### config.mk
export PLATFORM = sky130hd
export DESIGN_NAME = mm_tile_streamer
export DESIGN_NICKNAME = d
export VERILOG_FILES = /design/src/rtl/mm_stream_pkg.sv /design/src/rtl/mm_skid_fifo2.sv /design/src/rtl/mm_tile_streamer.sv
export SDC_FILE = /design/constraint.sdc
export NUM_CORES = 1
export LEC_CHECK = 0
export CAP_MARGIN = 5
export CORE_MARGIN = 4
export CORE_UTILIZATION = 25
export CTS_BUF_LIST = sky130_fd_sc_hd__clkbuf_16
export DETAILED_ROUTE_END_ITERATION = 7
export PLACE_DENSITY_LB_ADDON = 0.15
export SLEW_MARGIN = 20
export SYNTH_ARGS = -nofsm -noshare
export SYNTH_HDL_FRONTEND = slang
export SYNTH_SLANG_ARGS = --single-unit
### constraint.sdc
create_clock -name clk -period 4.04 [get_ports clk]
set_input_delay 0.808 -clock clk [delete_from_list [all_inputs] [get_ports clk]]
set_output_delay 0.808 -clock clk [all_outputs]
set_load 0.05 [all_outputs]
### src/rtl/mm_stream_pkg.sv
// Shared types for the MM_ultra operand streamers: beat payload type and sequencer states.
package mm_stream_pkg;

  localparam int A_SIZE     = 16;
  localparam int DATA_WIDTH = 8;
  localparam int BEAT_W     = A_SIZE * DATA_WIDTH;

  typedef logic [BEAT_W-1:0] beat_t;

  typedef enum logic [1:0] {
    IDLE  = 2'd0,
    RUN   = 2'd1,
    DRAIN = 2'd2,
    FIN   = 2'd3
  } state_t;

endpackage

### src/rtl/mm_skid_fifo2.sv
// Two-entry FIFO carrying a beat payload plus its last flag; push and pop may coincide.
module mm_skid_fifo2 #(
  parameter int W = 128
) (
  input  logic         clk,
  input  logic         rst_n,
  input  logic         i_push,
  input  logic [W-1:0] i_push_data,
  input  logic         i_push_last,
  input  logic         i_pop,
  output logic [W-1:0] o_head_data,
  output logic         o_head_last,
  output logic [1:0]   o_count,
  output logic         o_empty
);

  logic [W-1:0] r_data0;
  logic [W-1:0] r_data1;
  logic         r_last0;
  logic         r_last1;
  logic         r_rd_ptr;
  logic         r_wr_ptr;
  logic [1:0]   r_count;
  logic         w_pop;
  logic         w_push;

  assign w_pop  = i_pop && (r_count != 2'd0);
  // A push into a full FIFO is only honoured when the head leaves in the same cycle.
  assign w_push = i_push && ((r_count != 2'd2) || w_pop);

  always_ff @(posedge clk or negedge rst_n) begin
    if (!rst_n) begin
      r_data0  <= '0;
      r_data1  <= '0;
      r_last0  <= 1'b0;
      r_last1  <= 1'b0;
      r_rd_ptr <= 1'b0;
      r_wr_ptr <= 1'b0;
      r_count  <= 2'd0;
    end else begin
      if (w_push) begin
        if (r_wr_ptr) begin
          r_data1 <= i_push_data;
          r_last1 <= i_push_last;
        end else begin
          r_data0 <= i_push_data;
          r_last0 <= i_push_last;
        end
        r_wr_ptr <= ~r_wr_ptr;
      end
      if (w_pop) r_rd_ptr <= ~r_rd_ptr;
      case ({w_push, w_pop})
        2'b10:   r_count <= r_count + 2'd1;
        2'b01:   r_count <= r_count - 2'd1;
        default: r_count <= r_count;
      endcase
    end
  end

  assign o_head_data = r_rd_ptr ? r_data1 : r_data0;
  assign o_head_last = r_rd_ptr ? r_last1 : r_last0;
  assign o_count     = r_count;
  assign o_empty     = (r_count == 2'd0);

endmodule

### src/rtl/mm_tile_streamer.sv
// Streams a contiguous run of BRAM words onto a valid/ready/last link feeding one MM_ultra operand port.
module mm_tile_streamer
  import mm_stream_pkg::*;
#(
  parameter int A_size     = A_SIZE,
  parameter int data_width = DATA_WIDTH,
  parameter int ADDR_WIDTH = 12,
  parameter int LEN_WIDTH  = 16
) (
  input  logic                           clk,
  input  logic                           rst_n,
  input  logic                           start,
  input  logic [ADDR_WIDTH-1:0]          base_addr,
  input  logic [LEN_WIDTH-1:0]           beat_count,
  output logic                           busy,
  output logic                           done,
  output logic                           mem_rd_en,
  output logic [ADDR_WIDTH-1:0]          mem_rd_addr,
  input  logic [A_size*data_width-1:0]   mem_rd_data,
  output logic                           out_valid,
  input  logic                           out_ready,
  output logic                           out_last,
  output logic [A_size*data_width-1:0]   out_data
);

  state_t                 r_state;
  state_t                 w_next_state;
  logic [ADDR_WIDTH-1:0]  r_base;
  logic [LEN_WIDTH-1:0]   r_len;
  logic [LEN_WIDTH-1:0]   r_issued;
  logic [LEN_WIDTH-1:0]   r_accepted;
  logic                   r_inflight;
  logic                   r_inflight_last;
  logic [1:0]             w_count;
  logic                   w_empty;
  logic                   w_pop;
  logic [2:0]             w_occ;
  logic                   w_issue_last;
  logic [LEN_WIDTH-1:0]   w_acc_next;

  assign w_pop        = out_valid && out_ready;
  // Occupancy after this cycle's pop, counting the read whose data lands next cycle.
  assign w_occ        = {1'b0, w_count} + {2'b00, r_inflight} - {2'b00, w_pop};
  assign mem_rd_en    = (r_state == RUN) && (w_occ < 3'd2) && (r_issued < r_len);
  assign mem_rd_addr  = r_base + ADDR_WIDTH'(r_issued);
  assign w_issue_last = (r_issued == r_len - LEN_WIDTH'(1));
  assign w_acc_next   = r_accepted + LEN_WIDTH'(w_pop);

  always_ff @(posedge clk or negedge rst_n) begin
    if (!rst_n) begin
      r_state         <= IDLE;
      r_base          <= '0;
      r_len           <= '0;
      r_issued        <= '0;
      r_accepted      <= '0;
      r_inflight      <= 1'b0;
      r_inflight_last <= 1'b0;
    end else begin
      r_state <= w_next_state;
      if ((r_state == IDLE) && start) begin
        r_base     <= base_addr;
        r_len      <= beat_count;
        r_issued   <= '0;
        r_accepted <= '0;
      end else begin
        if (mem_rd_en) r_issued <= r_issued + LEN_WIDTH'(1);
        if (w_pop)     r_accepted <= w_acc_next;
      end
      r_inflight      <= mem_rd_en;
      r_inflight_last <= mem_rd_en && w_issue_last;
    end
  end

  always_comb begin
    w_next_state = r_state;
    case (r_state)
      IDLE:    if (start) w_next_state = (beat_count == '0) ? FIN : RUN;
      RUN:     if (mem_rd_en && w_issue_last) w_next_state = DRAIN;
      // Leaving on the final handshake edge puts done one cycle after it.
      DRAIN:   if (w_acc_next == r_len) w_next_state = FIN;
      FIN:     w_next_state = IDLE;
      default: w_next_state = IDLE;
    endcase
  end

  assign busy = (r_state == RUN) || (r_state == DRAIN);
  assign done = (r_state == FIN);

  mm_skid_fifo2 #(
    .W(A_size * data_width)
  ) u_fifo (
    .clk         (clk),
    .rst_n       (rst_n),
    .i_push      (r_inflight),
    .i_push_data (mem_rd_data),
    .i_push_last (r_inflight_last),
    .i_pop       (w_pop),
    .o_head_data (out_data),
    .o_head_last (out_last),
    .o_count     (w_count),
    .o_empty     (w_empty)
  );

  assign out_valid = !w_empty;

endmodule

==> qor.csv, run 1 <==
stage,metric,value,unit
final_layout,layout net count,1807,
floorplanning,die width,261,um
critical_path,CP Data Required Time,3.23,ns
floorplanning,FP Rows,92,
critical_path,Crit. End Element,primary output,
final_layout,fill count,6265,
drt,vias per inst,4.50,
critical_path,crit path DAT,3.07,ns
timing,fmax,258,MHz
synthesis,Post-synth top flop,dfrtp_1,
critical_path,"most used cell, CP",nand2_2,
synthesis,synth top area cells,"dfrtp_1 (51%), mux2_2 (27%), ha_1 (2.9%)",
synthesis,"area leader, netlist",dfrtp_1,
clocking,clk_lat worst skew,0.55,ns
global_route,largest net degree at the start of global routing,99,
synthesis,"Avg Cell Area, Syn",12.4,um2
synthesis,share of Yosys cell area claimed by the top area cell type,50.9,%
placed_design,routability congestion estimate,0.807,
placed_design,port buffer count,304,
drt,via count,11200,
clocking,CTS tree,done,
placed_design,"number of placed instances, taps included",2406,
critical_path,CP Launch Type,flop,
critical_path,kind of critical path,flop to primary output,
placed_design,dpl ws,-0.0337,ns
drt,routed wire length,46300,um
power_and_ir_drop,PwrDens,1010,nW/um2
critical_path,CP cell instances,inv_2 -> nand2_2 -> nand2_2 -> inv_1 -> ha_4 -> nor2b_2 -> fa_1 -> xor2_1 -> o2111ai_2 -> or3_4 -> o21ai_4 -> buf_12,
outcome,outcome,"finished, final reports clean",
floorplanning,die area,68300,um2
final_layout,Reg area,8160,um2
power_and_ir_drop,VDD IR max,0.570,mV
critical_path,R2R depth,14,
clocking,CTS Root Buffer Type,clkbuf_16,
synthesis,sequential share of the synthesized area,50.9,%
synthesis,Cell variety after synth,64,
floorplanning,chip height,261,um
timing,Slew @ Worst Pin,0.844,ns
timing,minimum clock period,3.88,ns
drt,Remaining DRCs,0,
final_layout,Area Growth Syn to Fin,35.2,%
clocking,Hold Buf Count CTS,0,
final_layout,# diodes,0,
floorplanning,Ports,305,
synthesis,commonest cells in the synthesized netlist,"mux2_2 (388), dfrtp_1 (326), nand2_1 (86)",
floorplanning,Initial Util,25.3,%
synthesis,Post-Syn Nets,1490,
global_route,vias in the first global route,12300,
min_path,worst hold path type,input port to async pin,
critical_path,worst flop-to-flop path endpoint,r_state[0]$_DFFE_PN0P_,
timing,Final setup violation count,0,
global_route,grt total ovfl,0,
final_layout,layout cells sized above 1,31.3,%
synthesis,Mapped Cells,1291,
critical_path,worst-path maximum fanout,4,
synthesis,post-synthesis register bit count,326,
drt,per-cell routed wire length,18.7,um
critical_path,Worst R2R Setup Slack,0.67,ns
timing,clock skew,0.0169,ns
final_layout,Layout Cells excl Fill,2484,
global_route,first-pass GRT wire length,71700,um
timing,final worst slack,0.159,ns
clocking,Clock transition at path regs,0.06,ns
timing,Slew Limit Headroom,43.7,%
power_and_ir_drop,Pleak,9.08,nW
synthesis,number of synthesized flops with an enable pin,0,
global_route,GRT Overall Usage,13.3,%
placed_design,Final HPWL DP,31700,um
timing,final hold vios,0,
drt,Final ANT Viol Nets,0,
synthesis,YS warnings,0,
global_route,antenna violations before repair,1,
synthesis,synthesized area,16000,um2
timing,period utilization,96.1,%
timing,Final Max Slew Viols,0,
drt,DRT iter0 DRCs,389,
clocking,CTS Sinks,326,
synthesis,most numerous cell in the Yosys netlist,mux2_2,
floorplanning,Core Area,63300,um2
flow_run,max_cap viols,0,
critical_path,critical path's largest stage delay,0.42,ns
drt,DR pass1 iterations,4,
clocking,H-tree lvl count,2,
power_and_ir_drop,Overall Power,21.9,mW
clocking,Clock Path Buffers,3,
critical_path,worst r2r src,u_fifo.o_count[1]$_DFFE_PN0P_,
clocking,total CTS buffers,42,
synthesis,"Async S/R FF share, synth",100,%
critical_path,CP max-delay cell,dfrtp_2,
final_layout,area of the multi-input gates,7490,um2
flip-flops by register name, summed over array words and instances (netlist names):
name	cells
r_len	16
r_issued	16
u_fifo.r_rd_ptr	1
r_state	2
u_fifo.r_wr_ptr	1
r_inflight_last	1
r_accepted	16
u_fifo.r_data0	128
u_fifo.r_last0	1
u_fifo.r_data1	128
r_inflight	1
u_fifo.o_count	2
u_fifo.r_last1	1
r_base	12
metrics by stage:
step / setup TNS [ns] / area [um2] / hold WS, ns / util (%)
after CTS: 0 / 21600 / 0.306 / 34.1
after global routing: -0.00220 / 21700 / 0.349 / 34.3
after detailed placement: -0.0635 / 20300 / 0.471 / 32.0
after global placement: -0.0115 / 20300 / 0.467 / 32.0
after floorplan: 0 / 16000 / 0.452 / -
final: 0 / 21700 / 0.299 / 34.3
critical path: cells and delay by family (launching register included):
family	cells	cell delay [ns]
simple gates	4	0.57
xor+xnor	1	0.20
compound gates	2	0.36
buf+inv	3	0.32
fa+ha+maj	2	0.66
flops	1	0.42
timing repair:
| item | CTS | global route |
|---|---|---|
| buffers inserted | 0 | 4 |
| cloned | 0 | 0 |
| resized for setup | 4 | 14 |
| setup endpoints to repair | 4 | 3 |
| pin swaps | 0 | 10 |
metal layers:
metal  vias to the layer above  track usage (%)  part of all wire (%)
met2                       232             22.7                    49
li1                       5238                -                     -
met5                         -                0                 0.028
met3                        75             3.20                   5.5
met4                         2             3.75                   2.3
met1                      5643             17.0                    43
cell type report:
type | count | share of cell area (%)
Clock buffer | 43 | 4.96
Multi-Input combinational cell | 855 | 34.5
Tap cell | 846 | 4.88
Sequential cell | 326 | 37.6
Clock inverter | 31 | 1.16
Inverter | 40 | 0.692
Timing Repair Buffer | 343 | 16.1
report_power, final:
| group | switching, mW | internal (mW) | total [mW] |
|---|---|---|---|
| sequential | 0.948 | 4.81 | 5.75 |
| clock | 1.48 | 2.18 | 3.66 |
| combinational | 7.20 | 5.25 | 12.4 |
| total | 9.63 | 12.2 | 21.9 |
worst max-delay path by stage:
stage | start | endpoint
final | u_fifo.o_count[1]$_DFFE_PN0P_ | mem_rd_en
after global placement | out_ready | r_state[1]$_DFFE_PN0P_
after CTS | u_fifo.o_count[1]$_DFFE_PN0P_ | mem_rd_en
after floorplan | u_fifo.o_count[1]$_DFFE_PN0P_ | mem_rd_en
after detailed placement | out_ready | r_state[1]$_DFFE_PN0P_
after global routing | u_fifo.o_count[0]$_DFFE_PN0P_ | mem_rd_en
cells by family after synthesis:
kind of cell / count (synthesis) / synth area share (%)
adder cells (fa/ha/maj): 39 / 3.14
AND/OR/NAND/NOR: 245 / 7.60
multiplexers: 392 / 27.5
flip-flops: 326 / 50.9
XOR/XNOR: 62 / 3.38
buffers and inverters: 110 / 2.72
AO/OA/AOI/OAI: 117 / 4.82
layout by cell type (no fill, tap or decap), drive strengths merged, types with 16 or more instances in the layout:
cell type      instances
mux2                 388
dfrtp                326
clkdlybuf4s50        295
nand2                 86
inv                   52
buf                   45
nor2                  44
clkbuf                43
o21ai                 42
ha                    37
xor2                  32
xnor2                 30
a21oi                 25
nand4                 25
or3                   16
No activity file was read; power rests on OpenSTA's default activity.
==> run 2, diff against run 1 <==
--- a/constraint.sdc
+++ b/constraint.sdc
@@ -3,2 +3,2 @@
 set_output_delay 0.808 -clock clk [all_outputs]
-set_load 0.05 [all_outputs]
+set_load 0.005 [all_outputs]
==> qor.csv, run 2 (synthesis results as in run 1) <==
stage,metric,value,unit,change
clocking,clk_lat worst skew,0.56,ns,was 0.55 ns
timing,final hold vios,0,,unchanged
clocking,H-tree lvl count,2,,unchanged
global_route,vias in the first global route,12100,,was 12.3k
clocking,Clock transition at path regs,0.06,ns,about the same
timing,Slew Limit Headroom,39.8,%,was 43.7%
floorplanning,die width,261,um,unchanged
drt,DR pass1 iterations,5,,was 4
drt,Remaining DRCs,0,,unchanged
floorplanning,die area,68300,um2,unchanged
critical_path,kind of critical path,input port to primary output,,was flop to primary output
drt,Final ANT Viol Nets,0,,unchanged
timing,minimum clock period,3.92,ns,was 3.88 ns
floorplanning,Initial Util,25.3,%,unchanged
drt,per-cell routed wire length,18.6,um,was 18.7 um
global_route,antenna violations before repair,3,,was 1
critical_path,worst flop-to-flop path endpoint,r_state[1]$_DFFE_PN0P_,,was r_state[0]$_DFFE_PN0P_
timing,clock skew,0.0138,ns,was 0.0169 ns
critical_path,Worst R2R Setup Slack,0.41,ns,was 0.67 ns
drt,DRT iter0 DRCs,412,,was 389
final_layout,Area Growth Syn to Fin,34.9,%,was 35.2%
timing,unrepaired setup endpoints after global routing,false,,
critical_path,CP cell instances,clkdlybuf4s50_1 -> nand2_2 -> inv_2 -> ha_1 -> nor2b_2 -> fa_1 -> nor2_2 -> o2111ai_2 -> or3_4 -> o21ai_4 -> buf_6,,was inv_2 -> nand2_2 -> nand2_2 -> inv_1 -> ha_4 -> nor2b_2 -> fa_1 -> xor2_1 -> o2111ai_2 -> or3_4 -> o21ai_4 -> buf_12
power_and_ir_drop,Pleak,9.09,nW,was 9.08 nW
placed_design,routability congestion estimate,0.799,,was 0.807
critical_path,R2R depth,14,,unchanged
final_layout,most frequent cells in the layout,"mux2_2 (388), dfrtp_1 (325), clkdlybuf4s50_1 (297)",,"was mux2_2 (388), dfrtp_1 (323), clkdlybuf4s50_1 (295)"
global_route,GRT Overall Usage,13.2,%,was 13.3%
drt,vias per inst,4.49,,was 4.50
critical_path,worst r2r src,u_fifo.o_count[1]$_DFFE_PN0P_,,unchanged
critical_path,critical path's largest stage delay,0.44,ns,was 0.42 ns
final_layout,"commonest non-fill, non-tap cell in the layout",mux2_2,,unchanged
power_and_ir_drop,Overall Power,17.8,mW,was 21.9 mW
global_route,largest net degree at the start of global routing,87,,was 99
timing,Final setup violation count,0,,unchanged
outcome,outcome,"finished, final reports clean",,unchanged
critical_path,Top delay family on crit path,adder cells,,unchanged
clocking,Clock Path Buffers,3,,unchanged
timing,fmax,255,MHz,was 258 MHz
placed_design,port buffer count,304,,unchanged
min_path,worst hold path type,input port to async pin,,unchanged
floorplanning,Core Area,63300,um2,unchanged
critical_path,CP max-delay cell,clkdlybuf4s50_1,,was dfrtp_2
clocking,Hold Buf Count CTS,0,,unchanged
critical_path,worst-path maximum fanout,2,,was 4
placed_design,dpl ws,-0.338,ns,was -0.0337 ns
drt,routed wire length,46400,um,was 46300 um
floorplanning,chip height,261,um,unchanged
critical_path,crit path DAT,3.11,ns,was 3.07 ns
critical_path,CP Launch Type,input port,,was flop
power_and_ir_drop,PwrDens,822,nW/um2,was 1010 nW/um2
final_layout,layout net count,1812,,was 1807
placed_design,Final HPWL DP,32700,um,was 31700 um
timing,Slew @ Worst Pin,0.904,ns,was 0.844 ns
global_route,grt total ovfl,0,,unchanged
critical_path,"Buf+Inv Stages, Crit Path",3,,unchanged
global_route,first-pass GRT wire length,71300,um,was 71700 um
critical_path,Crit. End Element,primary output,,unchanged
clocking,CTS Root Buffer Type,clkbuf_16,,unchanged
clocking,total CTS buffers,42,,unchanged
timing,period utilization,96.9,%,was 96.1%
timing,final worst slack,0.124,ns,was 0.159 ns
final_layout,Largest regs,"u_fifo.r_data0 (128), u_fifo.r_data1 (128)",,unchanged
drt,via count,11200,,about the same
timing,Final Max Slew Viols,0,,unchanged
final_layout,layout cells sized above 1,31.0,%,was 31.3%
flow_run,max_cap viols,0,,unchanged
floorplanning,Ports,305,,unchanged
power_and_ir_drop,VDD IR max,0.393,mV,was 0.570 mV
floorplanning,FP Rows,92,,unchanged
clocking,CTS Sinks,326,,unchanged
critical_path,CP Data Required Time,3.23,ns,about the same
clocking,CTS tree,done,,unchanged
==> run 2: routing by layer <==
| layer | global-route usage (%) | vias up | part of all wire, % |
|---|---|---|---|
| met5 | 0 | - | 0.028 |
| li1 | - | 5254 | - |
| met1 | 16.3 | 5604 | 42 |
| met4 | 3.69 | 2 | 2.1 |
| met2 | 23.1 | 241 | 50 |
| met3 | 3.24 | 62 | 5.5 |
==> run 2: cell type report <==
class                           count  area (um2)
Multi-Input combinational cell    855        7490
Sequential cell                   326        8160
Clock inverter                     29         191
Tap cell                          846        1060
Timing Repair Buffer              348        3520
Antenna cell                        1        2.50
Fill cell                        6276       41700
Clock buffer                       43        1080
Inverter                           40         150
==> run 2: worst max-delay path by stage <==
stage                                from        endpoint  slack, ns  depth (start not counted)
floorplan                       out_ready       mem_rd_en       0.27                         10
global placement                out_ready       mem_rd_en      -0.36                         11
detailed placement              out_ready       mem_rd_en      -0.34                         11
CTS                 r_base[0]$_DFFE_PN0P_  mem_rd_addr[8]    0.00007                         12
global route                    out_ready       mem_rd_en      0.008                         11
finish                          out_ready       mem_rd_en       0.12                         11
==> run 2: through the flow <==
step	hold slack, ns	util, %	cells	cell area (um2)	TNS (ns)
finish	0.228	34.2	2488	21600	0
floorplan	0.452	-	1291	16000	0
global placement	0.466	32.1	2415	20300	-0.580
detailed placement	0.470	32.1	2415	20300	-0.971
global route	0.241	34.2	2488	21600	0
CTS	0.207	34.1	2487	21600	0
==> run 2: what timing repair did <==
| action | 4_1_cts | 5_1_grt |
|---|---|---|
| buffers inserted | 0 | 0 |
| endpoints found under the setup margin | 6 | 4 |
| pin swaps | 2 | 4 |
| gates resized for setup | 15 | 12 |
==> run 2: report_power, final <==
group,internal [mW],total (mW),switching (mW)
Clock,2.05,3.52,1.47
Combinational,5.18,8.52,3.34
Sequential,4.80,5.76,0.953
==> run 2: worst reg2reg max path, cell delays in order (launching register included) <==
cell	delay, ns
dfrtp_1	0.37
inv_1	0.11
nand2_1	0.12
nand2_2	0.11
inv_2	0.04
buf_4	0.15
ha_1	0.20
ha_1	0.31
xor2_1	0.17
a2111oi_0	0.51
o2111ai_1	0.25
or4_1	0.57
o41ai_4	0.36
nand3_2	0.13
mux2i_1	0.13
==> run 3, diff against run 2 <==
- CELL_PAD_IN_SITES_DETAIL_PLACEMENT: unset -> 1
- CELL_PAD_IN_SITES_GLOBAL_PLACEMENT: unset -> 1
==> qor.csv, run 3 (synthesis results as in run 1) <==
stage,metric,value,unit,change
final_layout,Largest regs,"u_fifo.r_data0 (128), u_fifo.r_data1 (128)",,unchanged
timing,minimum clock period,3.77,ns,was 3.92 ns
final_layout,layout cells sized above 1,31.2,%,was 31.0%
timing,fmax,265,MHz,was 255 MHz
timing,Final Max Slew Viols,0,,unchanged
power_and_ir_drop,Pleak,9.07,nW,was 9.09 nW
clocking,CTS tree,done,,unchanged
drt,DR pass1 iterations,4,,was 5
final_layout,Area Growth Syn to Fin,35.2,%,was 34.9%
power_and_ir_drop,PwrDens,831,nW/um2,was 822 nW/um2
critical_path,R2R depth,14,,unchanged
floorplanning,Ports,305,,unchanged
clocking,CTS Sinks,326,,unchanged
drt,DRT iter0 DRCs,406,,was 412
placed_design,routability congestion estimate,0.752,,was 0.799
final_layout,most frequent cells in the layout,"mux2_2 (388), dfrtp_1 (325), clkdlybuf4s50_1 (296)",,"was mux2_2 (388), dfrtp_1 (325), clkdlybuf4s50_1 (297)"
global_route,Top Usage Layer GRT,met2,,unchanged
timing,hold slack,0.256,ns,was 0.228 ns
global_route,antenna violations before repair,4,,was 3
critical_path,CP Launch Type,flop,,was input port
clocking,H-tree lvl count,2,,unchanged
global_route,largest net degree at the start of global routing,83,,was 87
global_route,first-pass GRT wire length,75100,um,was 71300 um
critical_path,worst-path maximum fanout,3,,was 2
placed_design,port buffer count,304,,unchanged
critical_path,kind of critical path,flop to primary output,,was input port to primary output
timing,clock skew,0.0181,ns,was 0.0138 ns
timing,final hold vios,0,,unchanged
global_route,GRT met3 Usage,3.33,%,was 3.24%
drt,routed wire length,48900,um,was 46400 um
critical_path,CP Data Required Time,3.23,ns,about the same
global_route,vias in the first global route,12600,,was 12.1k
critical_path,Worst R2R Setup Slack,0.62,ns,was 0.41 ns
critical_path,Crit. End Element,primary output,,unchanged
timing,Slew @ Worst Pin,0.776,ns,was 0.904 ns
critical_path,Crit. Startpoint,u_fifo.o_count[0]$_DFFE_PN0P_,,was out_ready
clocking,Clock transition at path regs,0.05,ns,was 0.06 ns
flow_run,max_cap viols,0,,unchanged
clocking,clk_lat worst skew,0.57,ns,was 0.56 ns
clocking,total CTS buffers,43,,was 42
final_layout,Util after Layout,34.2,%,about the same
clocking,Clock Path Buffers,3,,unchanged
drt,via count,11300,,was 11.2k
outcome,outcome,"finished, final reports clean",,unchanged
floorplanning,die area,68300,um2,unchanged
min_path,worst hold path type,input port to async pin,,unchanged
global_route,grt total ovfl,0,,unchanged
floorplanning,chip height,261,um,unchanged
global_route,M1 GR Usage,16.8,%,was 16.3%
drt,per-cell routed wire length,19.6,um,was 18.6 um
drt,vias per inst,4.53,,was 4.49
final_layout,layout net count,1809,,was 1812
final_layout,fill count,6766,,was 6276
floorplanning,die width,261,um,unchanged
drt,Final ANT Viol Nets,0,,unchanged
floorplanning,Initial Util,25.3,%,unchanged
clocking,Hold Buf Count CTS,0,,unchanged
final_layout,"commonest non-fill, non-tap cell in the layout",mux2_2,,unchanged
timing,period utilization,93.3,%,was 96.9%
timing,unrepaired setup endpoints after global routing,false,,unchanged
clocking,CTS Root Buffer Type,clkbuf_16,,unchanged
critical_path,crit path DAT,2.96,ns,was 3.11 ns
critical_path,worst flop-to-flop path endpoint,r_state[1]$_DFFE_PN0P_,,unchanged
power_and_ir_drop,VDD IR max,0.302,mV,was 0.393 mV
critical_path,worst r2r src,u_fifo.o_count[0]$_DFFE_PN0P_,,was u_fifo.o_count[1]$_DFFE_PN0P_
global_route,GRT met2 Usage,25.3,%,was 23.1%
timing,Slew Limit Headroom,48.3,%,was 39.8%
placed_design,Final HPWL DP,34000,um,was 32700 um
drt,Remaining DRCs,0,,unchanged
floorplanning,FP Rows,92,,unchanged
global_route,GRT Overall Usage,14.0,%,was 13.2%
floorplanning,Core Area,63300,um2,unchanged
timing,Final setup violation count,0,,unchanged
-- run 3: changes by cell type in the layout (fill, tap and decap cells not counted), moves of 2 or more --
cell and change:
clkbuf_2 +2, clkinvlp_4 +3, clkinv_1 +4, inv_1 -6, buf_12 -4, bufinv_16 +3
-- run 3: final cells by class --
class	instances	area, um2	share of cell area [%]
antenna	2	5.00	0.0231
timing repair buffer	344	3420	15.8
clock buffer	43	1080	4.96
multi-input combinational	855	7500	34.6
clock inverter	33	308	1.42
sequential	326	8160	37.6
inverter	40	150	0.692
tap	846	1060	4.88
-- run 3: how the worst max path moves through the flow --
stage                            to  slack (ns)  cells past startpoint
floorplan                 mem_rd_en        0.27                     10
global route        mem_rd_addr[10]        0.03                     12
CTS                 mem_rd_addr[10]      0.0009                     12
detailed placement        mem_rd_en       -0.41                     11
finish                    mem_rd_en        0.27                     12
global placement          mem_rd_en       -0.42                     11
-- run 3: power breakdown --
part           internal, mW  total (mW)  switching (mW)
Combinational          5.09        8.57            3.48
Sequential             4.81        5.67           0.863
Clock                  2.26        3.78            1.52
-- run 3: worst max-delay path: stages (launching register included) --
cell       delay (ns)
dfrtp_1          0.39
inv_2            0.07
nand2_2          0.06
nand2_1          0.08
inv_1            0.08
ha_4             0.27
nor2b_2          0.04
fa_1             0.37
xor2_1           0.20
o2111ai_2        0.16
or3_4            0.36
o21ai_4          0.18
buf_2            0.15
-- run 3: layer usage --
layer	share of wire, %	vias up
met5	0.041	-
met4	2.0	4
met3	4.9	60
met2	52	194
met1	41	5777
li1	-	5239
-- run 3: timing repair --
action / in CTS / in global routing
resized for setup: 19 / 11
setup endpoints to repair: 5 / 5
setup buffers: 2 / 1
pin swaps: 7 / 9
-- run 3: stage by stage --
step                      total power [mW]  setup TNS [ns]  setup slack (ns)  cells  area [um2]
after detailed placement              14.5           -1.09            -0.411   2408       20200
after global routing                  19.3               0            0.0278   2487       21700
after floorplan                       10.2               0             0.271   1291       16000
final                                 18.0               0             0.270   2489       21700
after global placement                14.3          -0.957            -0.419   2408       20200
after CTS                             18.5               0          0.000939   2486       21700
